$ cat src/rtl/mem_responder_pkg.sv
// mem_responder_pkg: shared widths and FSM state encoding for mem_responder
package mem_responder_pkg;
  localparam int DATA_W = 16;
  localparam int ADDR_W = 16;
  typedef enum logic [1:0] {IDLE, WAIT, ACCESS} state_t;
endpackage

$ cat src/rtl/mem_responder_mem_array.sv
// mem_array: word storage with synchronous write and a registered, resettable read port
module mem_array
  import mem_responder_pkg::*;
#(
  parameter int ADDR_BITS = 8
) (
  input  logic                 clk,
  input  logic                 reset,
  input  logic                 we,
  input  logic                 re,
  input  logic [ADDR_BITS-1:0] addr,
  input  logic [DATA_W-1:0]    wdata,
  output logic [DATA_W-1:0]    rdata
);
  logic [DATA_W-1:0] mem [2**ADDR_BITS];
  // storage is deliberately left out of reset so contents survive it
  always_ff @(posedge clk)
    if (we) mem[addr] <= wdata;
  // read register clears on reset and otherwise holds until the next read
  always_ff @(posedge clk or posedge reset)
    if (reset) rdata <= '0;
    else if (re) rdata <= mem[addr];
endmodule

$ cat src/rtl/mem_responder.sv
// mem_responder: wait-state memory slave (IDLE -> WAIT -> ACCESS); optional MEM_RESPONDER_RANGE_CHECK_EN adds err
module mem_responder
  import mem_responder_pkg::*;
#(
  parameter int WAIT_CYCLES = 2,
  parameter int ADDR_BITS   = 8
) (
  input  logic              clk,
  input  logic              reset,
  input  logic              req,
  input  logic              we,
  input  logic              read_sel,
  input  logic [ADDR_W-1:0] pc_addr,
  input  logic [ADDR_W-1:0] alu_addr,
  input  logic [DATA_W-1:0] wdata,
  output logic [DATA_W-1:0] rdata,
  output logic              ack,
  output logic              busy
`ifdef MEM_RESPONDER_RANGE_CHECK_EN
  ,
  output logic              err
`endif
);
  localparam logic [3:0] WAIT_INIT = 4'(WAIT_CYCLES);
  state_t state, state_n;
  logic [3:0] cnt;
  logic [ADDR_W-1:0] addr_q;
  logic we_q;
  logic [DATA_W-1:0] wdata_q, mem_q;
  logic oob, mem_we, mem_re;
  wire start = state == IDLE && req;
  // state and wait counter; reset aborts any transaction in flight
  always_ff @(posedge clk or posedge reset)
    if (reset) begin
      state <= IDLE;
      cnt   <= '0;
    end else begin
      state <= state_n;
      cnt   <= start ? WAIT_INIT : state == WAIT ? cnt - 4'd1 : cnt;
    end
  // capture the request so later input changes cannot disturb it
  always_ff @(posedge clk)
    if (start) begin
      addr_q  <= read_sel ? alu_addr : pc_addr;
      we_q    <= we;
      wdata_q <= wdata;
    end
  // next state, completion strobe and memory controls
  always_comb begin
    state_n = state == IDLE ? (req ? (WAIT_CYCLES == 0 ? ACCESS : WAIT) : IDLE)
            : state == WAIT ? (cnt == 4'd1 ? ACCESS : WAIT)
            : IDLE;
    ack    = state == ACCESS;
    busy   = state != IDLE;
    mem_we = ack && we_q && !oob;
    mem_re = ack && !we_q;
  end
  mem_array #(.ADDR_BITS(ADDR_BITS)) u_mem (
    .clk   (clk),
    .reset (reset),
    .we    (mem_we),
    .re    (mem_re),
    .addr  (ADDR_BITS'(addr_q)),
    .wdata (wdata_q),
    .rdata (mem_q)
  );
`ifdef MEM_RESPONDER_RANGE_CHECK_EN
  logic rd_oob;
  assign oob = (addr_q >> ADDR_BITS) != '0;
  assign err = ack && oob;
  // remembers whether the last completed read was out of range
  always_ff @(posedge clk or posedge reset)
    if (reset) rd_oob <= 1'b0;
    else if (mem_re) rd_oob <= oob;
  assign rdata = rd_oob ? '1 : mem_q;
`else
  assign oob   = 1'b0;
  assign rdata = mem_q;
`endif
endmodule

$ cat config.mk
export PLATFORM = sky130hd
export DESIGN_NAME = mem_responder
export DESIGN_NICKNAME = d
export VERILOG_FILES = /design/src/rtl/mem_responder_pkg.sv /design/src/rtl/mem_responder_mem_array.sv /design/src/rtl/mem_responder.sv
export SDC_FILE = /design/constraint.sdc
export NUM_CORES = 2
export LEC_CHECK = 0
export BUFFER_PORTS_ARGS = -buffer_cell sky130_fd_sc_hd__buf_2
export CORE_UTILIZATION = 60
export CTS_BUF_LIST = sky130_fd_sc_hd__clkbuf_8
export DETAILED_ROUTE_END_ITERATION = 6
export PLACE_DENSITY = 0.81
export SYNTH_ARGS = -nofsm -noshare
export SYNTH_HDL_FRONTEND = slang
export SYNTH_SLANG_ARGS = --single-unit
export TNS_END_PERCENT = 50
$ cat constraint.sdc
create_clock -name clk -period 5.6 [get_ports clk]
set_clock_uncertainty 0.05 [all_clocks]
set_input_delay 1.12 -clock clk [delete_from_list [all_inputs] [get_ports clk]]
set_output_delay 1.12 -clock clk [all_outputs]
set_load 0.01 [all_outputs]
==> run_results.csv <==
group,metric,value,unit
detailed_routing,vias,83300,
sta,finalSetupTns,0,ps
logic_synthesis,yosysUniqueCellTypes,74,
placed_design,io_buffers,54,
sta,worst_slew_pin_slew,1400,ps
power,p_seq_frac,0.545,
cells_and_area,layout.nets,8001,
setup_path,cpMostUsedCell,"buf_4",
floorplanning,core_area,263000,um2
detailed_routing,wl_per_cell,35.4,um
setup_path,endpoint,"u_mem.rdata[3]",
detailed_routing,drt_iter0_markers,13200,
placed_design,dpl_worst_slack,1140,ps
logic_synthesis,synth-main-ff-cell,"edfxtp_1",
floorplanning,initial_utilization,0.606,
run,maxCapViolCount,0,
global_route,grt_first_pass_wirelength,590000,um
sta,min_period,4960,ps
cells_and_area,final_cell_mix,"4121 x edfxtp_1, 1000 x mux4_2, 636 x clkbuf_8",
clocking,clock_latency,1100,ps
setup_path,cp-start-kind,"flop",
cells_and_area,layout_commonest_cell,"edfxtp_1",
floorplanning,die_w,517,um
global_route,grt-ovfl-total,0,
sta,maxSlewViolCount,0,
detailed_routing,drc,0,
clocking,clock-sinks,4143,
logic_synthesis,synth.ff_latch_count,4143,
setup_path,critPathArrivalTime,5850,ps
power,swShare,0.251,
setup_path,startpoint,"addr_q[0]",
sta,setup_viol,0,
setup_path,crit_chain,"buf_12 > buf_4 > buf_4 > mux4_2 > mux2i_1 > o22ai_1 > a211oi_1 > o211a_1 > a21oi_1",
power,leakage,0.0567,uW
status,status,"complete, no violations",
clocking,clockBufferDepth,4,
sta,hold_viol,0,
clocking,cts_made_buffers,620,
clocking,cts_root_buffer,"clkbuf_8",
setup_path,critPathRequiredTime,6500,ps
clocking,postCtsSetupBuffers,0,
setup_path,rrSetupSlack,640,ps
setup_path,cp_max_fo,18,
cells_and_area,design_area,177000,um2
power,netSwitchingPower,16100,uW
clocking,cts_resized,0,
cells_and_area,drive_gt1_frac,0.281,
placed_design,dpl_cell_area,166000,um2
setup_path,critPathKind,"reg2reg",
logic_synthesis,synth_nets,7243,
sta,slew_headroom,0.0551,
detailed_routing,viasPerCell,6.98,
global_route,grt_pass1_vias,82400,
setup_path,rr_endpoint,"u_mem.rdata[3]",
setup_path,endpoint_kind,"flop",
sta,worst_slack,640,ps
power,power,64300,uW
floorplanning,row_count,188,
logic_synthesis,synthCells,7188,
global_route,antenna_found_initial,30,
sta,rsz0062_at_grt,"false",
placed_design,gp_congestion,0.969,
sta,hold_ws,171,ps
cells_and_area,nFillCells,15000,
global_route,grt_max_degree,201,
placed_design,dp_hpwl,252000,um
setup_path,r2r_cells,9,
power,combinationalPowerShare,0.106,
power,peakVddDrop,0.240,mV
floorplanning,dieArea,268000,um2
power,p_int,48200,uW
sta,fmax,202,MHz
global_route,gr-usage-all-layers,0.316,
logic_synthesis,yosysWarningCount,0,
logic_synthesis,yosysSeqAreaShare,0.780,
power,clkPwrFrac,0.349,
cells_and_area,area_growth,11.0,%
hold_path,min_path_cells,1,
floorplanning,die_h,517,um
setup_path,max_stage_delay,1030,ps
hold_path,hp-class,"in2reg",
clocking,cts_tree,"built",
sta,period_share,0.886,
floorplanning,io_pins,71,
clocking,h-tree-depth,6,
logic_synthesis,synth_edf_count,4121,
logic_synthesis,syn_avg_cell_area,22.2,um2
setup_path,cp_slowest_cell,"a211oi_1",
detailed_routing,wl,422000,um
setup_path,r2r_start,"addr_q[0]",
detailed_routing,firstDrtPassIters,7,
logic_synthesis,async_reset_ff_frac,0.00531,
logic_synthesis,syn_area,159000,um2
power,power_density,363,nW/um2
clocking,path_clk_slew,60,ps
detailed_routing,final_antenna_net_count,0,
[worst min path at each step]
stage	startpoint	slack (ps)	endpoint
after CTS	wdata[15]	120	wdata_q[15]
after detailed placement	cnt[0]	510	cnt[0]
after global routing	wdata[4]	140	wdata_q[4]
final	wdata[4]	170	wdata_q[4]
after floorplan	cnt[0]	450	cnt[0]
after global placement	cnt[0]	480	cnt[0]
[cell usage after synthesis (7+ instances only)]
cell,instances,area share
o22a_1,14,0.00077
nand4_1,19,0.00075
buf_6,58,0.0041
buf_2,126,0.0040
a211oi_1,15,0.00071
nand3_1,77,0.0024
a221oi_1,14,0.00077
and3_1,10,0.00039
o221ai_1,15,0.00082
nor2b_1,16,0.00063
a21oi_1,75,0.0024
inv_1,10,0.00024
o211ai_1,10,0.00047
mux2i_1,250,0.016
a32oi_1,66,0.0036
edfxtp_1,4121,0.78
a32o_1,7,0.00044
buf_1,25,0.00059
nor3_1,26,0.00082
nand2_1,313,0.0074
clkbuf_1,122,0.0029
o21ai_0,55,0.0017
a31oi_1,35,0.0014
a211o_1,7,0.00038
or3_1,8,0.00031
mux2_2,36,0.0025
nor4_1,7,0.00027
a22oi_1,92,0.0043
mux4_2,1000,0.14
nand2b_1,10,0.00039
o22ai_1,48,0.0019
nor2_1,313,0.0074
buf_4,83,0.0039
a22o_1,8,0.00044
dfrtp_1,22,0.0035
[stage by stage]
stage               instances  utilization
floorplan                7188            -
global placement        10800        0.631
detailed placement      10800        0.631
CTS                     11900        0.672
global route            11900        0.672
finish                  11900        0.672
[critical path, delay by kind of cell (launching register included)]
kind,cells,cell delay [ps]
AO/OA/AOI/OAI,4,1990
buffers and inverters,3,1030
flip-flops,1,970
multiplexers,2,750
[registers in the layout, indices dropped and copies added (netlist names)]
signal / cells
u_mem.rdata: 16
u_mem.mem: 4096
state: 2
cnt: 4
addr_q: 8
we_q: 1
wdata_q: 16
[power groups by stage]
stage | clock (uW) | sequential [uW] | combinational (uW)
after floorplan | 0 | 36200 | 3580
after detailed placement | 0 | 35700 | 6590
final | 22400 | 35000 | 6800
after CTS | 22500 | 35000 | 6620
after global placement | 0 | 35600 | 6370
after global routing | 23800 | 35000 | 6940
[final cells by class]
type | instances | area (um2) | share of cell area
diodes | 15 | 37.5 | 0.000212
clock buffers | 636 | 8750 | 0.0495
clock inverters | 432 | 2240 | 0.0127
inverters | 10 | 47.5 | 0.000269
multi-input cells | 2619 | 32600 | 0.184
flip-flops and latches | 4143 | 124000 | 0.702
well taps | 3515 | 4400 | 0.0248
repair buffers | 552 | 4590 | 0.0259
[layer usage]
layer  global-route usage  share of wire  vias up
li1                     -              -    31900
met1                0.405           0.33    42700
met2                0.477           0.46     7185
met3                0.106           0.14     1435
met4                0.182          0.067       26
met5              0.00595        0.00093        -
[kinds of logic (layout without fill, tap and decap cells)]
kind of cell	after synthesis	count (layout)	synth area share
other	0	15	0
flip-flops	4143	4143	0.780
multiplexers	1286	1286	0.160
buffers and inverters	426	1630	0.0158
AO/OA/AOI/OAI	503	503	0.0224
AND/OR/NAND/NOR	828	828	0.0222
adder cells (fa/ha/maj)	2	2	0.000157
[what timing repair did]
action / CTS / global route
endpoints found under the hold margin: 6 / 0
endpoints found under the setup margin: 0 / 0
hold buffers: 1 / 0
(Power assumes the default switching activity.)
